===== config.mk =====
export PLATFORM = sky130hd
export DESIGN_NAME = fetch_queue_flat
export DESIGN_NICKNAME = d
export VERILOG_FILES = /design/src/rtl/fetch_queue_if.sv /design/src/rtl/fetch_queue.sv /design/src/flat_wrapper.sv
export SDC_FILE = /design/constraint.sdc
export NUM_CORES = 1
export LEC_CHECK = 0
export CORE_ASPECT_RATIO = 1.1
export CORE_MARGIN = 1.5
export CORE_UTILIZATION = 34
export DETAILED_ROUTE_END_ITERATION = 10
export PLACE_DENSITY = 0.54
export SETUP_SLACK_MARGIN = 0.2
export SLEW_MARGIN = 20
export SYNTH_ARGS = -nofsm -noshare
export SYNTH_HDL_FRONTEND = slang
export SYNTH_SLANG_ARGS = --single-unit

===== constraint.sdc =====
create_clock -name clk -period 4.2 [get_ports clk]
set_input_delay 0.84 -clock clk [delete_from_list [all_inputs] [get_ports clk]]
set_output_delay 0.84 -clock clk [all_outputs]
set_load 0.01 [all_outputs]

===== src/rtl/fetch_queue_if.sv =====
// Fetch-stage bus bundle: instruction-memory request/response plus the decode-side stream.
// master is the fetch queue's view; slave is the memory/decode environment's view.
interface fetch_queue_if #(
  parameter int unsigned WIDTH = 16
);
  logic             mem_rd;
  logic [WIDTH-1:0] mem_addr;
  logic             mem_stall;
  logic             mem_done;
  logic [WIDTH-1:0] mem_rdata;
  logic             mem_err;
  logic             out_valid;
  logic             out_ready;
  logic [WIDTH-1:0] out_instr;
  logic [WIDTH-1:0] out_pc;
  logic [WIDTH-1:0] out_pc_inc;

  modport master (
    output mem_rd, mem_addr, out_valid, out_instr, out_pc, out_pc_inc,
    input  mem_stall, mem_done, mem_rdata, mem_err, out_ready
  );

  modport slave (
    input  mem_rd, mem_addr, out_valid, out_instr, out_pc, out_pc_inc,
    output mem_stall, mem_done, mem_rdata, mem_err, out_ready
  );
endinterface


===== src/rtl/fetch_queue.sv =====
// Fetch stage: one-outstanding-request PC sequencer feeding a DEPTH-entry instruction FIFO,
// with redirect flush, in-flight response dropping and a sticky error halt.
module fetch_queue #(
  parameter int unsigned WIDTH    = 16,
  parameter int unsigned DEPTH    = 4,
  parameter int unsigned RESET_PC = 0,
  parameter int unsigned INC      = 2
) (
  input  logic                   clk,
  input  logic                   rst,
  input  logic                   fetch_en,
  input  logic                   redirect_valid,
  input  logic [WIDTH-1:0]       redirect_pc,
  fetch_queue_if.master          bus,
  output logic [$clog2(DEPTH):0] count,
  output logic                   err
);

  localparam int unsigned PW = $clog2(DEPTH);
  localparam int unsigned CW = PW + 1;

  typedef enum logic [1:0] {StIdle, StWait, StDrop, StHalt} state_e;

  state_e           state_q;
  logic [WIDTH-1:0] fetch_pc_q;
  logic [WIDTH-1:0] tag_q;
  logic [PW-1:0]    wptr_q, rptr_q;
  logic [CW-1:0]    count_q;
  logic             err_q;

  logic [WIDTH-1:0] fifo_instr_q  [DEPTH];
  logic [WIDTH-1:0] fifo_pc_q     [DEPTH];
  logic [WIDTH-1:0] fifo_pc_inc_q [DEPTH];

  logic          issue_state, push, pop, accept, inflight, misaligned;
  logic [CW:0]   occ_next;

  always_comb begin
    bus.out_valid = (count_q != '0);
    issue_state   = (state_q == StIdle) ||
                    ((state_q == StWait) && bus.mem_done && !bus.mem_err);
    push          = (state_q == StWait) && bus.mem_done && !bus.mem_err && !redirect_valid;
    pop           = bus.out_valid && bus.out_ready && !redirect_valid;
    occ_next      = {1'b0, count_q} + {{CW{1'b0}}, push} - {{CW{1'b0}}, pop};
    // Space is reserved at issue, so the FIFO can never overflow on the response.
    bus.mem_rd    = fetch_en && !redirect_valid && issue_state &&
                    (occ_next < (CW + 1)'(DEPTH));
    accept        = bus.mem_rd && !bus.mem_stall;
    inflight      = ((state_q == StWait) || (state_q == StDrop)) && !bus.mem_done;
    misaligned    = (redirect_pc % WIDTH'(INC)) != '0;
  end

  assign bus.mem_addr   = fetch_pc_q;
  assign bus.out_instr  = bus.out_valid ? fifo_instr_q[rptr_q]  : '0;
  assign bus.out_pc     = bus.out_valid ? fifo_pc_q[rptr_q]     : '0;
  assign bus.out_pc_inc = bus.out_valid ? fifo_pc_inc_q[rptr_q] : '0;
  assign count          = count_q;
  assign err            = err_q;

  always_ff @(posedge clk or negedge rst) begin
    if (!rst) begin
      state_q    <= StIdle;
      fetch_pc_q <= WIDTH'(RESET_PC);
      tag_q      <= '0;
      wptr_q     <= '0;
      rptr_q     <= '0;
      count_q    <= '0;
      err_q      <= 1'b0;
    end else if (redirect_valid && (state_q != StHalt)) begin
      fetch_pc_q <= redirect_pc;
      wptr_q     <= '0;
      rptr_q     <= '0;
      count_q    <= '0;
      if (misaligned) begin
        err_q   <= 1'b1;
        state_q <= inflight ? StDrop : StHalt;
      end else begin
        state_q <= inflight ? StDrop : StIdle;
      end
    end else begin
      unique case (state_q)
        StIdle: begin
          if (accept) begin
            tag_q      <= fetch_pc_q;
            fetch_pc_q <= fetch_pc_q + WIDTH'(INC);
            state_q    <= StWait;
          end
        end
        StWait: begin
          if (bus.mem_done) begin
            if (bus.mem_err) begin
              err_q   <= 1'b1;
              state_q <= StHalt;
            end else if (accept) begin
              tag_q      <= fetch_pc_q;
              fetch_pc_q <= fetch_pc_q + WIDTH'(INC);
              state_q    <= StWait;
            end else begin
              state_q <= StIdle;
            end
          end
        end
        // err can only be set here by a misaligned redirect, which must end in HALT.
        StDrop: begin
          if (bus.mem_done) state_q <= err_q ? StHalt : StIdle;
        end
        StHalt: state_q <= StHalt;
      endcase
      if (push) wptr_q <= wptr_q + 1'b1;
      if (pop)  rptr_q <= rptr_q + 1'b1;
      count_q <= occ_next[CW-1:0];
    end
  end

  always_ff @(posedge clk) begin
    if (push) begin
      fifo_instr_q[wptr_q]  <= bus.mem_rdata;
      fifo_pc_q[wptr_q]     <= tag_q;
      fifo_pc_inc_q[wptr_q] <= tag_q + WIDTH'(INC);
    end
  end

endmodule


===== src/flat_wrapper.sv =====
// flat-port wrapper written by rule: the top's interface ports become plain ports
module fetch_queue_flat 
#(
  parameter int unsigned WIDTH    = 16,
  parameter int unsigned DEPTH    = 4,
  parameter int unsigned RESET_PC = 0,
  parameter int unsigned INC      = 2
)
  (clk, rst, fetch_en, redirect_valid, redirect_pc, count, err, bus_mem_rd, bus_mem_addr, bus_out_valid, bus_out_instr, bus_out_pc, bus_out_pc_inc, bus_mem_stall, bus_mem_done, bus_mem_rdata, bus_mem_err, bus_out_ready);
  fetch_queue_if #(.WIDTH(WIDTH)) bus_i ();
  input  logic clk;
  input  logic rst;
  input  logic fetch_en;
  input  logic redirect_valid;
  input  logic [WIDTH-1:0] redirect_pc;
  output logic [$clog2(DEPTH):0] count;
  output logic err;
  output wire logic [$bits(bus_i.mem_rd)-1:0] bus_mem_rd;
  output wire logic [$bits(bus_i.mem_addr)-1:0] bus_mem_addr;
  output wire logic [$bits(bus_i.out_valid)-1:0] bus_out_valid;
  output wire logic [$bits(bus_i.out_instr)-1:0] bus_out_instr;
  output wire logic [$bits(bus_i.out_pc)-1:0] bus_out_pc;
  output wire logic [$bits(bus_i.out_pc_inc)-1:0] bus_out_pc_inc;
  input wire logic [$bits(bus_i.mem_stall)-1:0] bus_mem_stall;
  input wire logic [$bits(bus_i.mem_done)-1:0] bus_mem_done;
  input wire logic [$bits(bus_i.mem_rdata)-1:0] bus_mem_rdata;
  input wire logic [$bits(bus_i.mem_err)-1:0] bus_mem_err;
  input wire logic [$bits(bus_i.out_ready)-1:0] bus_out_ready;
  assign bus_mem_rd = bus_i.mem_rd;
  assign bus_mem_addr = bus_i.mem_addr;
  assign bus_out_valid = bus_i.out_valid;
  assign bus_out_instr = bus_i.out_instr;
  assign bus_out_pc = bus_i.out_pc;
  assign bus_out_pc_inc = bus_i.out_pc_inc;
  assign bus_i.mem_stall = bus_mem_stall;
  assign bus_i.mem_done = bus_mem_done;
  assign bus_i.mem_rdata = bus_mem_rdata;
  assign bus_i.mem_err = bus_mem_err;
  assign bus_i.out_ready = bus_out_ready;
  fetch_queue #(.WIDTH(WIDTH), .DEPTH(DEPTH), .RESET_PC(RESET_PC), .INC(INC)) u_core (.clk(clk), .rst(rst), .fetch_en(fetch_en), .redirect_valid(redirect_valid), .redirect_pc(redirect_pc), .bus(bus_i), .count(count), .err(err));
endmodule

After elaboration in Yosys (flattened, before gate mapping)

Memories as Yosys holds them, arrays and structs flattened.
Index checks and enable logic that the tools add are counted.

Logic and storage cells: 94
Input port bits: 40
Memories: 3
Output and inout bits: 70
Bits in registers: 42
Memory bits (writable): 192

Memories:

| memory               | depth | bits a word | rd ports | clocked after Yosys merged registers in | write ports | RTL line          | RTL |
|---|---|---|---|---|---|---|---|
| u_core.fifo_instr_q  | 4     | 16          | 1        | 0                                       | 1           | fetch_queue.sv:31 | `logic [WIDTH-1:0] fifo_instr_q [DEPTH];` |
| u_core.fifo_pc_inc_q | 4     | 16          | 1        | 0                                       | 1           | fetch_queue.sv:33 | `logic [WIDTH-1:0] fifo_pc_inc_q [DEPTH];` |
| u_core.fifo_pc_q     | 4     | 16          | 1        | 0                                       | 1           | fetch_queue.sv:32 | `logic [WIDTH-1:0] fifo_pc_q [DEPTH];` |

Reductions and logical operators: 30
Add/sub/neg operators: 6
Equal/unequal tests: 11
Order comparisons: 1
Multiplexer cells: 35
Bitwise logic cells: 1

Operator list:

| cell                  | count |
|---|---|
| $mux 16               | 10 |
| $pmux 16 s2           | 2 |
| $add 16x2->16 const B | 2 |
| $mux 2                | 12 |
| $reduce_bool 2->1     | 6 |
| $logic_and 1x1->1     | 11 |
| $mux 1                | 9 |
| $ne 3x3->1 const B    | 3 |
| $ne 2x2->1 const B    | 4 |
| $pmux 2 s4            | 1 |
| $reduce_and 4->1      | 2 |
| $reduce_and 3->1      | 2 |
| $reduce_bool 3->1     | 2 |
| $add 2x1->2 const B   | 2 |
| $add 3x1->4           | 1 |
| $eq 2x2->1 const B    | 2 |
| $logic_not 1->1       | 4 |
| $lt 4x3->1 const B    | 1 |
| $sub 4x1->4           | 1 |
| $mux 3                | 1 |
| $ne 3x2->1 const B    | 1 |
| $eq 2x1->1 const B    | 1 |
| $logic_not 2->1       | 1 |
| $logic_or 1x1->1      | 2 |
| $not 1->1             | 1 |

Depth between registers and ports, before layout

Gate-level depths: netlist of the first run.

Word-level depth: 14
Gate-level depth with buffers: 15
Mapped depth without buffers: 13

Worst setup path after synthesis of the first run

No wires, ideal clock.

Kind: input to output
Start point: in redirect_valid
End point: out bus_mem_rd
Path buffers: 1
Data required time: 3.360 ns
Stages on the path: 11
Path slack: 0.598 ns
Arrival: 2.762 ns
Cell sequence: inv_1 and3_1 ha_1 inv_1 ha_1 inv_1 fa_1 xor2_1 o2111a_2 and3_1 clkbuf_1

Longest elaborated chain between the ends: 6
Elaborated cells on any way between the ends: 9
Those cells by class: 2 x add/sub; 1 x order compare; 6 x reduce/logical

RTL lines:

| element             | RTL line                                                | RTL |
|---|---|---|
| start, declared     | flat_wrapper.sv:14                                      | `input logic redirect_valid;` |
| $logic_not 1->1 *   | fetch_queue.sv:42, fetch_queue.sv:43, fetch_queue.sv:46 |  |
| $logic_and 1x1->1   | fetch_queue.sv:42                                       | `push = (state_q == StWait) && bus.mem_done && !bus.mem_err && !redirect_valid;` |
| $add 3x1->4         | fetch_queue.sv:44                                       | `occ_next = {1'b0, count_q} + {{CW{1'b0}}, push} - {{CW{1'b0}}, pop};` |
| $sub 4x1->4         | fetch_queue.sv:44                                       |  |
| $lt 4x3->1          | fetch_queue.sv:47                                       | `(occ_next < (CW + 1)'(DEPTH));` |
| $logic_and 1x1->1 * | fetch_queue.sv:46                                       | `bus.mem_rd = fetch_en && !redirect_valid && issue_state &&` |
| end, declared       | flat_wrapper.sv:18                                      | `output wire logic [$bits(bus_i.mem_rd)-1:0] bus_mem_rd;` |

Every way passes the cells marked *; elsewhere a longest branch is shown, timed or not.

Final worst setup path of the first run

Start point: in bus_out_ready
End point: out bus_mem_rd

Longest elaborated chain between the ends: 5

RTL lines:

| element                        | RTL line           | RTL |
|---|---|---|
| start, declared                | flat_wrapper.sv:28 | `input wire logic [$bits(bus_i.out_ready)-1:0] bus_out_ready;` |
| $logic_and 1x1->1 (2 in a row) | fetch_queue.sv:43  | `pop = bus.out_valid && bus.out_ready && !redirect_valid;` |
| $sub 4x1->4                    | fetch_queue.sv:44  |  |
| $lt 4x3->1                     | fetch_queue.sv:47  |  |
| $logic_and 1x1->1              | fetch_queue.sv:46  |  |

Every way passes these cells.

==> reports/results.txt, run 1 <==
Routed Antenna Nets - 0
RSZ-0062 raised after global routing - no
Final net count - 806
# clock sinks - 230
Vias in the first global route - 6204
Power Density - 642 mW/mm^2
R2R Path End - u_core.bus.mem_addr[12]
Initial antenna violation count - 0
Synth area leaders - edfxtp_1, mux4_2, dfrtp_1
Max FO, Critical Path - 2
Leak - 4.26 nW
Share of layout cells above drive strength 1 - 0.185
Max cap viols - 0
Post-Route Setup TNS - 0 ns
Final Core Density - 0.431
Final Hold Vio Count - 0
Final min period - 3.87 ns
CTS HTree Levels - 1
Core Footprint - 0.0285 sq mm
Most frequent cell after synthesis - edfxtp_1
Main synth FF type - edfxtp_1
Seq/Total Area, Yosys - 0.684
WL final - 21.8 mm
Reg2reg setup slack - 0.81 ns
First-pass GRT wire length - 34.7 mm
Post-synth EDFFs - 188
Hold Path Class - input pin to asynchronous set/reset pin
Delay-heaviest family, CP - adder cells
Setup violators final - 0
Die Wd - 165 um
Clock Skews - 0.0122 ns
Num CTS Buffers - 24
Root Driver - clkbuf_16
Die Footprint - 0.0298 sq mm
CTS Hold Buffers Added - 0
Drc violations - 0
Crit path launch type - input pin
Final GP Congestion - 0.839
IO Port Bufs - 109
Post-synth top cells - edfxtp_1, nand2_1, nor2b_1
#FFs+latches synth - 230
Outcome - finished clean
Slew @ Worst Pin - 0.922 ns
DP HPWL - 13.7 mm
Clk Latency, worst-skew pair - 0.52 ns
Cell mode on critical path - and3_4
# IOs - 110
Fillers - 2590
Clock-pin slew on the worst setup and hold paths - 0.06 ns
Antenna Cells - 0
Critical path type - input pin to output port
Initial DRC count - 310
Fmax - 258 MHz
Wire per inst - 19.1 um
P&R area growth vs syn - 25.6%
Period utilisation layout - 0.921
Slew Viols, Final - 0
Crit. End Element - output port
Synth cell types - 61
First drt pass iteration count - 4
Slowest stage delay, CP - 0.46 ns
Synth Cell Area - 0.00980 sq mm
CP required - 3.36 ns
TritonCTS clock tree - yes
Via Count - 5774
Initial Util - 0.343
Cell taking the most area after synthesis - edfxtp_1
Reg2Reg Launch Point - u_core.count[2]
Via density - 5.08
Slowest cell on crit path - clkdlybuf4s50_1
Finished Layout Cells - 1136
Yosys warns - 0
Cell breakdown of the critical path - clkdlybuf4s50_1, and3_4, ha_1, inv_1, ha_2, inv_2, fa_2, xor2_2, o2111a_2, and3_4, buf_6
Row count - 65
Share of the synthesized area in the top cell type - 0.576
Largest net degree at the start of global routing - 48
Post-synthesis area per instance - 15.9 sq um
Rel. slew slack - 0.385
Remaining Overflow, GRT - 0
Syn_nets - 670
GRT Resource Usage Total - 0.151
Buf/Inv on CP - 4
Asr flop ratio synth - 0.183
Syn Inst Count - 615
Die height - 181 um
R2R depth - 15
CTS Buffer Depth - 3
Peak VDD IR - 335 uV
Tot Pwr - 7.90 mW
Dpl cells - 1088
CP arrival - 3.03 ns
[how the worst max path moves through the flow]
stage / start / slack (ns) / cells past startpoint / endpoint
floorplan: redirect_valid / 0.60 / 11 / bus_mem_rd
global placement: redirect_valid / -0.21 / 12 / bus_mem_rd
detailed placement: redirect_valid / -0.24 / 12 / bus_mem_rd
CTS: redirect_valid / 0.22 / 12 / bus_mem_rd
global route: u_core.count[2] / 0.23 / 12 / bus_mem_rd
finish: bus_out_ready / 0.33 / 11 / bus_mem_rd
[per-layer routing]
| metal | global-route usage | vias up | part of all wire |
|---|---|---|---|
| met5 | 0 | - | 0 |
| met4 | 0.0440 | 0 | 0.023 |
| met3 | 0.0253 | 37 | 0.051 |
| met2 | 0.244 | 172 | 0.48 |
| met1 | 0.210 | 2927 | 0.45 |
| li1 | - | 2638 | - |
[registers in the layout, summed over array words and instances (netlist names)]
signal	flops
u_core.fifo_instr_q	64
u_core.fifo_pc_q	64
u_core.fifo_pc_inc_q	60
u_core.bus.mem_addr	16
u_core.tag_q	16
u_core.count	3
u_core.rptr_q	2
u_core.state_q	2
u_core.wptr_q	2
u_core.err	1
[placed cells by master (no fill, tap or decap), types with 3 or more instances in the layout]
cell type	instances
a21oi_1	8
a311oi_1	7
a31o_2	3
and2_1	3
and3_1	10
and3_2	4
and4_1	4
buf_12	4
buf_4	28
clkbuf_1	3
clkbuf_16	25
clkdlybuf4s50_1	106
clkinv_1	7
dfrtp_1	38
dfrtp_2	3
edfxtp_1	188
ha_1	12
inv_1	14
mux2i_1	3
mux4_2	47
nand2_1	73
nand2b_1	6
nand3_1	16
nand4_1	5
nor2_1	15
nor2b_1	49
nor3_1	5
o21ai_0	9
o31ai_1	3
or3_1	3
xnor2_1	10
xor2_1	3
[logic make-up (layout without fill, tap and decap cells)]
group	Yosys count	count (layout)	synth area share
compound gates	55	55	0.0428
flops	230	230	0.684
xor+xnor	14	14	0.0125
fa+ha+maj	15	15	0.0199
buf+inv	45	198	0.0206
simple gates	206	206	0.110
mux	50	50	0.111
[report_power, final]
part / total, mW / switching, mW / internal [mW]
clock network: 2.05 / 0.850 / 1.20
registers: 3.22 / 0.395 / 2.82
logic: 2.63 / 1.25 / 1.38
total: 7.90 / 2.50 / 5.41
[area by class of cell]
type / instances / area (sq um) / area share
well taps: 368 / 460 / 0.0374
clock buffers: 28 / 637 / 0.0517
inverters: 15 / 56.3 / 0.00458
multi-input cells: 340 / 2950 / 0.239
clock inverters: 15 / 129 / 0.0105
repair buffers: 140 / 1380 / 0.112
flip-flops and latches: 230 / 6700 / 0.545
[per-stage QoR]
step                      setup WS, ns  instance area (sq um)  hold slack [ns]
after floorplan                  0.598                   9800            0.476
after global placement          -0.213                  11500            0.504
after detailed placement        -0.238                  11500            0.513
after CTS                        0.218                  12200            0.526
after global routing             0.231                  12300            0.339
final                            0.331                  12300            0.295
[timing repair]
item,in CTS,in global routing
pin swaps,1,3
setup endpoints to repair,1,1
cloned,0,0
buffers inserted,2,3
resized for setup,7,10
Power figures use the tool's default switching activity.
==> inputs of run 2 (changes only) <==
Settings changed: CAP_MARGIN set to 20.
==> results of run 2 <==
No change in the layout: final DEF, timing and power equal those of run 1.
==> inputs of run 3 (changes only) <==
Settings changed: CORE_MARGIN 1.5 to 3.
==> run 3 against run 2 <==
Routed wire length decreased by 0.32%. Critical path depth unchanged. Hold slack gained 0.18 ns. Largest power group unchanged. Combinational power barely moved. Global-route usage is 1.2 points lower.
==> reports/results.txt, run 3 (same netlist as run 1, synthesis figures left out) <==
Outcome - finished clean
Largest net degree at the start of global routing - 48 (unchanged)
Peak VDD IR - 499 uV (+49%)
Via density - 5.08 (-0.15%)
Critical path type - input pin to output port
Wire per inst - 19.2 um (+0.12%)
Final hold slack - 0.473 ns (+0.178 ns)
Largest registers - u_core.fifo_instr_q x64, u_core.fifo_pc_q x64, u_core.fifo_pc_inc_q x60
Most frequent cells in the layout - edfxtp_1, clkdlybuf4s50_1, nand2_1
Hold Path Class - input pin to asynchronous set/reset pin
First drt pass iteration count - 4 (unchanged)
Fmax - 256 MHz (-1.0%)
Fin area - 0.0123 sq mm (-0.22%)
Clock Skews - 0.0103 ns (-0.00188 ns)
Max FO, Critical Path - 2 (unchanged)
R2R Path End - u_core.bus.mem_addr[15]
Crit. End Element - output port
Via Count - 5740 (-0.59%)
Placed instance area - 0.0114 sq mm (-0.27%)
Period utilisation layout - 0.931 (+0.00975)
Initial Util - 0.349 (+0.00536)
Power Density - 643 mW/mm^2 (about the same)
Slew @ Worst Pin - 0.971 ns (+0.0493 ns)
Clk Latency, worst-skew pair - 0.51 ns (about the same)
Vias in the first global route - 6093 (-1.8%)
CTS HTree Levels - 1 (unchanged)
CTS Buffer Depth - 3 (unchanged)
Reg2Reg Launch Point - u_core.count[1]
Share of layout cells above drive strength 1 - 0.186 (+0.00130)
Commonest non-fill, non-tap cell in the layout - edfxtp_1
Leak - 4.26 nW (about the same)
P&R area growth vs syn - 25.3%
Drc violations - 0 (unchanged)
Root Driver - clkbuf_16
IO Port Bufs - 109 (unchanged)
R2R depth - 15 (unchanged)
Dpl ws - -0.264 ns (-0.0260 ns)
Die height - 184 um (+1.7%)
# clock sinks - 230 (unchanged)
Fillers - 2477 (-4.4%)
First-pass GRT wire length - 34.1 mm (-1.7%)
Slew Viols, Final - 0 (unchanged)
Antenna Cells - 0 (unchanged)
Final Core Density - 0.437 (+0.00576)
TritonCTS clock tree - yes
Num CTS Buffers - 25 (+4.2%)
Initial antenna violation count - 0 (unchanged)
Row count - 64 (-1.5%)
WL final - 21.7 mm (-0.32%)
Rel. slew slack - 0.352 (-0.0329)
CP arrival - 3.07 ns (+0.04 ns)
RSZ-0062 raised after global routing - no
# IOs - 110 (unchanged)
Remaining Overflow, GRT - 0 (unchanged)
CP required - 3.36 ns (about the same)
Die Footprint - 0.0309 sq mm (+3.5%)
Reg2reg setup slack - 0.81 ns (about the same)
Core Footprint - 0.0281 sq mm (-1.5%)
Setup violators final - 0 (unchanged)
Final net count - 805 (-0.12%)
Final Hold Vio Count - 0 (unchanged)
DP HPWL - 13.9 mm (+1.6%)
GRT Resource Usage Total - 0.139 (-0.0125)
Final min period - 3.91 ns (+0.0409 ns)
Final GP Congestion - 0.842 (+0.35%)
Initial DRC count - 280 (-9.7%)
Clock-pin slew on the worst setup and hold paths - 0.06 ns (about the same)
Max cap viols - 0 (unchanged)
Die Wd - 168 um (+1.8%)
Routed Antenna Nets - 0 (unchanged)
Crit path launch type - input pin
Final worst slack - 0.290 ns (-0.0409 ns)
run 3: cell count changes in the layout (fill, tap and decap cells not counted):
cell	delta
clkbuf_1	+2
clkbuf_8	+1
buf_2	+1
buf_12	-2
inv_2	-1
inv_1	+1
buf_4	-1
clkinv_1	-4
clkinv_2	+3
run 3: per-stage QoR:
step | total power, mW | std cells | TNS (ns)
2_1_floorplan | 4.58 | 615 | 0
3_3_place_gp | 5.81 | 1083 | -0.204
3_5_place_dp | 5.86 | 1083 | -0.264
4_1_cts | 7.97 | 1128 | 0
5_1_grt | 8.33 | 1131 | 0
6_report | 7.89 | 1131 | 0
run 3: metal layers:
layer	track usage	vias up	routed length, um
met5	0	-	0
met4	0.0314	0	328
met3	0.0241	24	1120
met2	0.230	171	10400
met1	0.193	2912	9870
li1	-	2633	-
run 3: how the worst max path moves through the flow:
stage                         from         end  slack, ns  cells after the start
global route         bus_out_ready  bus_mem_rd       0.21                     11
global placement    redirect_valid  bus_mem_rd      -0.20                     12
floorplan           redirect_valid  bus_mem_rd       0.60                     11
finish               bus_out_ready  bus_mem_rd       0.29                     11
CTS                 redirect_valid  bus_mem_rd       0.20                     12
detailed placement  redirect_valid  bus_mem_rd      -0.26                     12
run 3: repair_timing:
item | in CTS | in global routing
hold buffers | 0 | 0
resized for setup | 7 | 9
endpoints found under the setup margin | 1 | 1
pin swaps | 1 | 3
buffers inserted | 0 | 3
endpoints found under the hold margin | 0 | 0
run 3: report_power, final:
group          total [mW]  switching, mW  internal (mW)  leakage (nW)
clock network        2.08          0.847           1.23         0.382
logic                2.60           1.24           1.35          1.66
registers            3.21          0.390           2.82          2.22
run 3: final cells by class:
class	count	area [sq um]	share of cell area
Clock buffer	31	658	0.0536
Clock inverter	14	129	0.0105
Inverter	15	56.3	0.00459
Multi-Input combinational cell	340	2950	0.240
Sequential cell	230	6700	0.546
Tap cell	363	454	0.0370
Timing Repair Buffer	138	1330	0.109
run 3: worst max-delay path: stages:
cell	delay, ns
clkdlybuf4s50_1	0.46
and3_4	0.18
ha_1	0.21
inv_1	0.07
ha_2	0.18
inv_1	0.06
fa_2	0.37
xor2_2	0.17
o2111a_2	0.23
and3_4	0.19
buf_6	0.10
==> RTL change, RTL diff (config.mk and constraints of run 3) <==
`WIDTH` is set to 16 in 3 places; all go to 18.
--- a/src/rtl/fetch_queue_if.sv
+++ b/src/rtl/fetch_queue_if.sv
@@ -3,3 +3,3 @@
 interface fetch_queue_if #(
-  parameter int unsigned WIDTH = 16
+  parameter int unsigned WIDTH = 18
 );
--- a/src/rtl/fetch_queue.sv
+++ b/src/rtl/fetch_queue.sv
@@ -3,3 +3,3 @@
 module fetch_queue #(
-  parameter int unsigned WIDTH    = 16,
+  parameter int unsigned WIDTH    = 18,
   parameter int unsigned DEPTH    = 4,
--- a/src/flat_wrapper.sv
+++ b/src/flat_wrapper.sv
@@ -3,3 +3,3 @@
 #(
-  parameter int unsigned WIDTH    = 16,
+  parameter int unsigned WIDTH    = 18,
   parameter int unsigned DEPTH    = 4,
Interface: changed (6 resized); port bits go from 110 to 122. The function was not compared with the original's and may differ.
==> RTL change against run 3 <==
Die area increased by 11%; power grew 15%; area after synthesis increased by 12%; routed wire length up 11%; clock skew is 0.0027 ns higher; sequential cell count grew 28; count of clock-buffer cells in the layout down 3; fmax hardly changed; cell area increased by 12%; setup slack got worse by 0.0015 ns; critical path type unchanged; critical endpoint unchanged; largest cell class unchanged; highest routed layer unchanged.
==> RTL change: results (changes against run 3) <==
* Outcome: finished, final reports clean
* First-pass GRT wire length at 38.0 mm (+11%)
* CP Capture Type: output pin
* Sequential cell area at 0.00752 mm^2 (+12%)
* Final hold slack at 0.336 ns (-0.138 ns)
* Yosys cell types at 63 (+3.3%)
* Clk cell area share at 5.93% (-0.48 points)
* Fmax at 256 MHz (about the same)
* CTS buffer count at 26 (+4.0%)
* Post-CTS Resized at 17 (+10)
* Final Wtd Congestion at 0.828 (-1.7%)
* Non-CTS inverters at 15 (unchanged)
* Post-synthesis sequential area ratio at 68.6% (+0.29 points)
* Inst Count DP at 1189 (+9.8%)
* Synth cell count leaders: edfxtp_1, nor2b_1, mux4_2
* GRT met2 Usage at 23.9% (+0.90 points)
* Syn_nets at 714 (+6.6%)
* I/O Buffers at 121 (+11%)
* Kind of cell adding the most delay to the critical path: simple AND/OR/NAND/NOR gates
* Multi-input combinational area share at 24.0% (+0.049 points)
* Final-layout fill cell count at 2799 (+13%)
* Iter 0 DRT Violations at 332 (+19%)
* Max Clock Skew at 0.0130 ns (+0.00266 ns)
* Ys async rst share at 17.8% (-0.43 points)
* Multi-input logic cell count at 350 (+2.9%)
* Largest stage delay, worst path at 0.50 ns (+0.04 ns)
* TAP cells at 420 (+16%)
* Setup Buffers After CTS at 3 (+3)
* Reg-to-Reg End: u_core.bus.mem_addr[14]
* Finished Core Util at 43.5% (-0.23 points)
* Vias in the first global route at 6634 (+8.9%)
* Largest registers: u_core.fifo_instr_q: 72 flops, u_core.fifo_pc_q: 72 flops, u_core.fifo_pc_inc_q: 68 flops
* HPWL after DPL at 15.7 mm (+13%)
* Crit-path max FO at 3 (+1)
* Clock buffer count at 28 (-9.7%)
* FF-to-FF path depth at 14 (-1)
* Starting Density at 34.7% (-0.16 points)
* Number of antenna diodes at 0 (unchanged)
* VDD IR max at 0.383 mV (-23%)
* GRT Total Usage at 13.9% (+0.056 points)
* Average wire per standard cell at 19.3 um (+0.91%)
* Via count at 6194 (+7.9%)
* Syn avg cell area at 16.7 um^2 (+4.9%)
* Leak Pwr at 4.60 nW (+8.0%)
* Buffers excl. clock at 154 (+12%)
* Number of flops mapped to enable cells by yosys at 212 (+13%)
* Placed Area at 0.0128 mm^2 (+12%)
* Slew @ Worst Pin at 0.901 ns (-0.0704 ns)
* Dpl ws at -0.486 ns (-0.221 ns)
* WL final at 24.0 mm (+11%)
* Seq Cell Count at 258 (+12%)
* Layout cells sized above 1 at 20.3% (+1.7 points)
* Buffering overhead at 10.9% (+0.085 points)
* Final net count at 864 (+7.3%)
* Synth top area cells: edfxtp_1, mux4_2, dfrtp_1, nor2b_1, mux2_2
[RTL change: changes by cell type after synthesis, sizes merged, moves of 6 or more]
cell,run 3,this run
or4,0,6
edfxtp,188,212
and3,16,2
and2,3,9
mux2,0,18
mux4,47,53
nor2,15,22
nand2,73,40
a311oi,7,0
[RTL change: report_power, final]
part | leakage (nW) | switching, mW | internal, mW | total, mW
Combinational | 1.72 | 1.54 | 1.73 | 3.26
Sequential | 2.48 | 0.459 | 3.18 | 3.64
Clock | 0.395 | 0.917 | 1.28 | 2.20
[RTL change: cell families after synthesis]
group	after synthesis	share of synthesized area, %
buffers and inverters	47	1.87
flip-flops	258	68.6
multiplexers	75	13.1
adder cells (fa/ha/maj)	15	1.78
AND/OR/NAND/NOR	187	9.30
XOR/XNOR	16	1.28
AO/OA/AOI/OAI	57	4.00
[RTL change: metal layers]
metal  vias up  routed length (um)
li1       2846                   -
met1      3149               10400
met2       178               12100
met3        21                1350
met4         0                 229
met5         -                   0
